==> config.mk <==
export PLATFORM = sky130hd
export DESIGN_NAME = b_kem
export DESIGN_NICKNAME = d
export VERILOG_FILES = /design/src/rtl/b_kem_pkg.sv /design/src/rtl/b_kem.sv
export SDC_FILE = /design/constraint.sdc
export NUM_CORES = 1
export LEC_CHECK = 0
export CORE_ASPECT_RATIO = 0.7
export CORE_MARGIN = 10
export CORE_UTILIZATION = 55
export CTS_BUF_LIST = sky130_fd_sc_hd__clkbuf_4 sky130_fd_sc_hd__clkbuf_8
export CTS_CLUSTER_DIAMETER = 150
export CTS_CLUSTER_SIZE = 12
export DETAILED_ROUTE_END_ITERATION = 8
export PLACE_DENSITY = 0.8
export SLEW_MARGIN = 20
export SYNTH_ARGS = -nofsm -noshare
export SYNTH_HDL_FRONTEND = slang
export SYNTH_SLANG_ARGS = --single-unit
==> constraint.sdc <==
create_clock -name i_sys_clock -period 1.9 [get_ports i_sys_clock]
set_input_delay 0.19 -clock i_sys_clock [delete_from_list [all_inputs] [get_ports i_sys_clock]]
set_output_delay 0.19 -clock i_sys_clock [all_outputs]
set_load 0.05 [all_outputs]
==> src/rtl/b_kem_pkg.sv <==
// b_kem_pkg: shared types and constants for the keypad-matrix emulator
package b_kem_pkg;
  typedef enum logic [1:0] {IDLE, ARM, PRESS, GAP} state_t;
  localparam int COL_MSB = 3;
  localparam int COL_LSB = 2;
  localparam int ROW_MSB = 1;
  localparam int ROW_LSB = 0;
  localparam logic [3:0] ADD = 4'h0;
  localparam logic [3:0] SUB = 4'h1;
  localparam logic [3:0] MUL = 4'h2;
  localparam logic [3:0] DIV = 4'h3;
  localparam logic [3:0] NOT = 4'h4;
  localparam logic [3:0] AND = 4'h5;
  localparam logic [3:0] OR  = 4'h6;
  localparam logic [3:0] XOR = 4'h7;
  localparam logic [3:0] SHR = 4'h8;
  localparam logic [3:0] SHL = 4'h9;
  localparam logic [3:0] ASR = 4'hA;
  localparam logic [3:0] ASL = 4'hB;
  localparam logic [3:0] NEG = 4'hC;
endpackage

==> src/rtl/b_kem.sv <==
// b_kem: keypad-matrix emulator driving active-low rows against a scanned column strobe
// Ports: i_sys_clock/i_sys_reset (async active-low); keycode/press_valid/press_ready request
// handshake; keypad_column in (active-low one-hot), keypad_row out (active-low);
// busy, done pulse, timeout pulse. Optional B_KEM_PRESS_COUNT_EN adds o_b_kem_press_count[7:0].
module b_kem
  import b_kem_pkg::*;
#(
  parameter int HOLD_SCANS     = 1,
  parameter int GAP_CYCLES     = 4,
  parameter int TIMEOUT_CYCLES = 64
) (
  input  logic       i_sys_clock,
  input  logic       i_sys_reset,
  input  logic [3:0] i_b_kem_keycode,
  input  logic       i_b_kem_press_valid,
  output logic       o_b_kem_press_ready,
  input  logic [3:0] i_b_kem_keypad_column,
  output logic [3:0] o_b_kem_keypad_row,
`ifdef B_KEM_PRESS_COUNT_EN
  output logic [7:0] o_b_kem_press_count,
`endif
  output logic       o_b_kem_busy,
  output logic       o_b_kem_done,
  output logic       o_b_kem_timeout
);
  localparam int WW = $clog2(HOLD_SCANS + 1);
  localparam int TW = $clog2(TIMEOUT_CYCLES + 1);
  localparam int GW = $clog2(GAP_CYCLES + 1);
  localparam logic [WW-1:0] HOLD = WW'(HOLD_SCANS);
  localparam logic [TW-1:0] TMAX = TW'(TIMEOUT_CYCLES);
  localparam logic [GW-1:0] GMAX = GW'(GAP_CYCLES);
  state_t state, state_n;
  logic [3:0] key;
  logic [WW-1:0] win, win_n;
  logic [TW-1:0] tmo, tmo_n;
  logic [GW-1:0] gap, gap_n;
  logic act, act_q, fall, done_n, tout_n;
  assign act = ~i_b_kem_keypad_column[key[COL_MSB:COL_LSB]];
  assign fall = act_q & ~act;
  // behaves like a physical switch: row follows the live column with no register delay
  assign o_b_kem_keypad_row = (state == PRESS && act) ? ~(4'b0001 << key[ROW_MSB:ROW_LSB]) : 4'b1111;
  assign o_b_kem_press_ready = state == IDLE;
  assign o_b_kem_busy = state != IDLE;
  always_comb begin
    state_n = state;
    win_n = win;
    tmo_n = tmo;
    gap_n = gap;
    done_n = 1'b0;
    tout_n = 1'b0;
    case (state)
      IDLE: state_n = i_b_kem_press_valid ? ARM : IDLE;
      // let an already-open window pass so only complete windows are driven
      ARM: if (!act) begin
        state_n = PRESS;
        win_n = '0;
        tmo_n = '0;
      end
      PRESS: if (fall) begin
        tmo_n = '0;
        win_n = (win == HOLD) ? win : win + 1'b1;
        gap_n = '0;
        state_n = (win_n == HOLD) ? GAP : PRESS;
      end else if (!act) begin
        tmo_n = (tmo == TMAX) ? tmo : tmo + 1'b1;
        tout_n = tmo_n == TMAX;
        state_n = tout_n ? IDLE : PRESS;
      end
      default: begin
        gap_n = (gap == GMAX) ? gap : gap + 1'b1;
        done_n = gap_n == GMAX;
        state_n = done_n ? IDLE : GAP;
      end
    endcase
  end
  always_ff @(posedge i_sys_clock or negedge i_sys_reset)
    if (!i_sys_reset) begin
      state <= IDLE;
      key <= '0;
      win <= '0;
      tmo <= '0;
      gap <= '0;
      act_q <= 1'b0;
      o_b_kem_done <= 1'b0;
      o_b_kem_timeout <= 1'b0;
    end else begin
      state <= state_n;
      key <= (state == IDLE && i_b_kem_press_valid) ? i_b_kem_keycode : key;
      win <= win_n;
      tmo <= tmo_n;
      gap <= gap_n;
      act_q <= act;
      o_b_kem_done <= done_n;
      o_b_kem_timeout <= tout_n;
    end
`ifdef B_KEM_PRESS_COUNT_EN
  always_ff @(posedge i_sys_clock or negedge i_sys_reset)
    if (!i_sys_reset) o_b_kem_press_count <= '0;
    else if (done_n && o_b_kem_press_count != 8'hFF) o_b_kem_press_count <= o_b_kem_press_count + 8'd1;
`endif
endmodule

# [Yosys cells after proc, flatten, opt, wreduce, memory -nomap -nowiden]
# Cells that the tools add are included.
[totals] register_bits=20 latch_bits=0 ram_bits=0 romBits=0 inputBits=11 output_inout_bits=8 word_cells=64 memories=0
[op_classes] add_sub_neg=3 multipliers=0 div=0 n_lt_le_gt_ge=1 n_eq_ne=9 n_shift=1 n_mux=27 bitwise_logic=4 n_reduce_logical=11
[ops] cell="7-bit two-way mux" n=4
[ops] cell="7-bit equality test, second input constant" n=2
[ops] cell="7-bit case mux with 2 select lines" n=1
[ops] cell="1-bit two-way mux" n=10
[ops] cell="2-bit two-way mux" n=5
[ops] cell="7-bit by 1-bit adder with 7-bit output, second input constant" n=1
[ops] cell="3-bit equality test, second input constant" n=2
[ops] cell="3-bit two-way mux" n=2
[ops] cell="2-bit case mux with 3 select lines" n=1
[ops] cell="3-bit case mux with 2 select lines" n=1
[ops] cell="3-bit AND reduction" n=2
[ops] cell="4-bit two-way mux" n=1
[ops] cell="2-bit inequality test, second input constant" n=2
[ops] cell="4-bit NOT" n=1
[ops] cell="2-bit AND reduction" n=2
[ops] cell="2-bit nonzero test" n=2
[ops] cell="1-bit by 2-bit left shift with 4-bit output, first input constant" n=1
[ops] cell="3-bit by 1-bit adder with 3-bit output, second input constant" n=1
[ops] cell="2-bit by 3-bit < comparator with 1-bit output, second input constant" n=1
[ops] cell="3-bit by 2-bit inequality test with 1-bit output, second input constant" n=1
[ops] cell="3-bit OR reduction" n=1
[ops] cell="1-bit binary-select mux with 2-bit select" n=1
[ops] cell="2-bit by 1-bit equality test with 1-bit output, second input constant" n=1
[ops] cell="2-bit equality test, second input constant" n=1
[ops] cell="other kinds (7)" n=9

# [Longest topological paths before layout]
[logic_depth] ltp_word=7 mapped_depth=7 depth_no_buf=7

# [Least setup slack after synthesis]
# OpenSTA, ideal clock, no wires.
[synth_timing] path_kind="register -> register" startpoint="reg state[1]" endpoint="reg tmo[1]" setup_ps=66 arrival_ps=2187 t_required_ps=1834 setup_slack_ps=-353 path_stages_with_launch=6 n_path_buf=1 period_less_slack_ps=2253 path_cell_list="dfrtp_1 -> clkbuf_1 -> nor2_1 -> inv_1 -> nand2_1 -> a22o_1"
[synth_between] elab_chain_len=3 elab_cells_between_ends=7 classes_between="eq/ne: 4; mux: 1; reduce/logical: 2"
[synth_rtl] element="start: declaration" line_no="b_kem.sv:32" text="state_t state, state_n;"
[synth_rtl] element="start signal: assignment" line_no="b_kem.sv:87" text="state <= state_n;"
[synth_rtl] element="2-bit equality test or 2-bit by 1-bit equality test with 1-bit output (tied branches)" line_no="b_kem.sv:51" text="case (state)"
[synth_rtl] element="3-bit by 2-bit inequality test with 1-bit output (no source line) (tied with other cells)"
[synth_rtl] element="3-bit AND reduction (no source line)"
[synth_rtl] element="end signal: assignment" line_no="b_kem.sv:90" text="tmo <= tmo_n;"
[synth_rtl] element="end: declaration" line_no="b_kem.sv:35" text="logic [TW-1:0] tmo, tmo_n;"
# Several ways; a longest one is shown, not always the timed one.
# A chain may end at the register's enable or synchronous reset.

# [Worst setup path after layout]
[layout_timing] startpoint="reg key[2]" endpoint="out o_b_kem_keypad_row[0]"
[layout_between] elab_chain_len=5
[layout_rtl] element="start: declaration" line_no="b_kem.sv:33" text="logic [3:0] key;"
[layout_rtl] element="start signal: assignment" line_no="b_kem.sv:88" text="key <= (state == IDLE && i_b_kem_press_valid) ? i_b_kem_keycode : key;"
[layout_rtl] element="1-bit binary-select mux with 2-bit select" line_no="b_kem.sv:38" text="assign act = ~i_b_kem_keypad_column[key[COL_MSB:COL_LSB]];"
[layout_rtl] element="1-bit two-way mux (implied by the code)" line_no="b_kem.sv:38"
[layout_rtl] element="1-bit NOT" line_no="b_kem.sv:38"
[layout_rtl] element="1-bit logical AND" line_no="b_kem.sv:41" text="assign o_b_kem_keypad_row = (state == PRESS && act) ? ~(4'b0001 << key[ROW_MSB:ROW_LSB]) : 4'b1111;"
[layout_rtl] element="4-bit two-way mux" line_no="b_kem.sv:41"
[layout_rtl] element="end: declaration" line_no="b_kem.sv:18" text="output logic [3:0] o_b_kem_keypad_row,"
# No other way between the ends. The select of a mux whose other input is x is not followed.

==> out/results.tsv <==
stage	metric	value	unit
layout	finish.net_count	169	
clocking	tritoncts_clock_tree	yes	
global_route	antenna_found_initial	0	
logic_synthesis	synth_top_area_cell	dfrtp_1	
worst_hold_path	worstHoldPathType	primary input to async pin	
logic_synthesis	synth_seq_cells	19	
floorplan	pin_count	19	
drt	drtIter0Drc	91	
global_route	grtUsageTotal	14.12	%
drt	drtPass1Iterations	8	
placed_design	port_buffer_count	18	
clocking	cts-root-buf	clkbuf_4	
global_route	groute.layer.met1.usage	19.67	%
floorplan	placementRows	13	
worst_setup_path	worstPathMaxFanout	2	
clocking	clk_latency	0.29	ns
clocking	cts-buffers-inserted	3	
global_route	grt_pass1_wl	4968	um
sta	grt_setup_unrepaired	true	
logic_synthesis	netlist_area	1181	um2
floorplan	die_h	58.77	um
power_and_ir_drop	leakagePower	0.6504	nW
layout	fill_cells	152	
clocking	cts.path.max_buffers	2	
placed_design	replace_congestion	0.8749	
global_route	top_usage_layer	met2	
layout	final_design_area_no_fill	1465	um2
worst_setup_path	rrSetupSlack	0.11	ns
sta	finalMaxSlewViolations	0	
power_and_ir_drop	max-vdd-ir-drop	0.0008625	V
logic_synthesis	avg_cell_area_syn	8.881	um2
placed_design	detailed_place_hpwl	2180	um
floorplan	floorplan.initialDensity	60.51	%
floorplan	core_area	1952	um2
outcome	violations	negative setup slack	
outcome	run_status	complete, but fails checks	
logic_synthesis	synth-seq-area-share	40.25	%
placed_design	place_area	1414	um2
logic_synthesis	postSynthCellCount	133	
worst_setup_path	critPathArrivalTime	1.93	ns
placed_design	numPlacedInstances	171	
clocking	clk_pin_slew_worst_paths	0.10	ns
worst_setup_path	timing.critical_path.to_type	output pin	
sta	final_hold_viol_count	0	
global_route	first_global_vias	1025	
drt	route.vias.total	1055	
sta	timing.slew.headroom	66.07	%
sta	tightest_slew	0.5074	ns
logic_synthesis	synth_top_area_share	40.25	%
floorplan	die_area	4431	um2
global_route	grt_max_degree	22	
logic_synthesis	synth.lib_cells_used.distinct	34	
clocking	cts_hold_repair.buffers	0	
flow_run	timing.max_cap.violations	0	
clocking	cts_max_level	1	
worst_setup_path	timing.critical_path.required	1.71	ns
logic_synthesis	ys_top_cells_by_area	dfrtp_1, a22o_1, ha_1	
sta	final.setup.worst_slack	-0.2235	ns
drt	wire_length_reported_by_the_detailed_router	2828	um
drt	route.antenna.remaining_nets	0	
global_route	grt_overflow_total	0	
sta	setup_viol	4	
logic_synthesis	postSynthNetCount	148	
global_route	gr-usage-met2	21.64	%
layout	antenna-diode-count	0	
sta	max_freq	470.9	MHz
sta	final.period_utilization	111.8	%
power_and_ir_drop	totalPowerFinal	2.229	mW
floorplan	dieWidth	75.39	um
sta	final.setup_skew	0.003097	ns
worst_setup_path	path_class	flop to output pin	
sta	period_minus_slack	2.124	ns
drt	viasPerCell	6.029	
worst_setup_path	setup.worst_path.start_class	flop	
clocking	tritoncts_num_sinks	19	
placed_design	dp_slack	-0.1487	ns
layout	fraction_of_layout_instances_using_a_drive_strength_above_1	17.65	%
drt	detail_route.drc_violations	0	
layout	number_of_standard_cells_in_the_final_layout_excluding_fillers	175	
global_route	use_met3	4.523	%
drt	routedWlPerCell	16.16	um
logic_synthesis	yosysWarnings	0	
power_and_ir_drop	power_density	1522	nW/um2
layout	post-route-util	75.06	%
layout	layout_area_growth_over_synthesis	24.05	%
-- through the flow --
step                      hold WS [ns]  TNS [ns]
final                           0.2132   -0.7486
after global routing            0.2282    -1.045
after CTS                       0.2215   -0.7732
after global placement          0.5012   -0.3392
after floorplan                -0.1056         0
after detailed placement        0.5143   -0.5821
-- cells in the mapped netlist --
cell and n:
dfrtp_1 19, nand2_1 12, nor2_1 12, nand3_1 9
inv_1 7, o21ai_0 7, a22o_1 6, a31oi_1 6
clkbuf_1 6, a21oi_1 4, ha_1 4, mux2_2 4
xor2_1 4, buf_2 3, nand2b_1 3, o31ai_1 3
and2_1 2, and3_1 2, nand4_1 2, nor3_1 2
nor3b_1 2, o211ai_1 2, a21o_1 1, a31o_2 1
a32o_1 1, a41oi_1 1, and3b_1 1, mux4_2 1
nand4b_1 1, nor2b_1 1, o21bai_1 1, o31a_1 1
or2_4 1, or3_1 1
-- critical path, cell delays in order (launching register included) --
cell,delay [ns]
dfrtp_1,0.38
mux4_2,0.52
or2_4,0.25
or3_4,0.33
buf_8,0.16
-- power by group --
group | internal (mW) | switching, mW | total (mW) | leakage [nW]
logic | 0.574 | 0.707 | 1.28 | 0.394
clock network | 0.0960 | 0.119 | 0.215 | 0.0184
registers | 0.561 | 0.173 | 0.734 | 0.238
total | 1.23 | 0.999 | 2.23 | 0.650
-- final timing paths --
path	startpoint	endpoint	depth (start not counted)
min in group i_sys_clock	i_b_kem_keycode[3]	key[3]	2
worst min register to register	gap[1]	gap[1]	1
worst max register to register	key[2]	gap[0]	5
worst max-delay path	key[2]	o_b_kem_keypad_row[0]	4
max in group asynchronous	i_sys_reset	gap[1]	2
worst min-delay path	i_sys_reset	key[2]	2
-- placed cells by master (no fill, tap or decap), drive strengths merged --
master / instances
or2: 1
nand4: 2
o31a: 1
nand2: 12
clkbuf: 4
o21ai: 7
mux4: 1
clkdlybuf4s50: 12
xor2: 4
a41oi: 1
and3: 2
or3: 1
a31o: 1
mux2: 4
nor3: 2
nor3b: 2
o21bai: 1
a32o: 1
o31ai: 3
a21o: 1
nand3: 9
nor2: 12
ha: 4
and2: 2
nand4b: 1
and3b: 1
inv: 7
a21oi: 4
dfrtp: 19
buf: 13
o211ai: 2
nor2b: 1
a31oi: 6
a22o: 6
nand2b: 3
-- layer usage --
layer / vias up / share of wire, % / routed length (um)
met3: 0 / 9.7 / 273
met4: 0 / 0 / 0
met5: - / 0 / 0
met2: 40 / 43 / 1218
met1: 498 / 47 / 1335
li1: 517 / - / -
-- layout make-up --
type,count,area (um2),area share (%)
inverters,7,26.28,1.793
well taps,22,27.53,1.879
flip-flops and latches,19,475.5,32.45
repair buffers,25,249.0,16.99
clock buffers,4,30.03,2.050
multi-input cells,98,656.9,44.83
-- logic make-up after synthesis --
group	count (synthesis)	share of synthesized area, %
DFF	19	40.25
AOI/OAI and AO/OA	34	19.81
and+or+nand+nor	51	21.61
buffers and inverters	16	5.402
adders and majority gates	4	4.237
muxes	5	5.720
xor gates and xnor gates	4	2.966
-- flip-flops by register name (all words and copies together) (netlist names) --
signal and count:
act_q 1, o_b_kem_done 1, gap 3, o_b_kem_timeout 1
tmo 7, key 4, state 2
-- repair_timing --
item	4_1_cts	5_1_grt
pin swaps	1	0
endpoints found under the setup margin	4	4
setup buffers	0	0
cloned	0	0
gates resized for setup	6	0
Power figures use the tool's default switching activity.
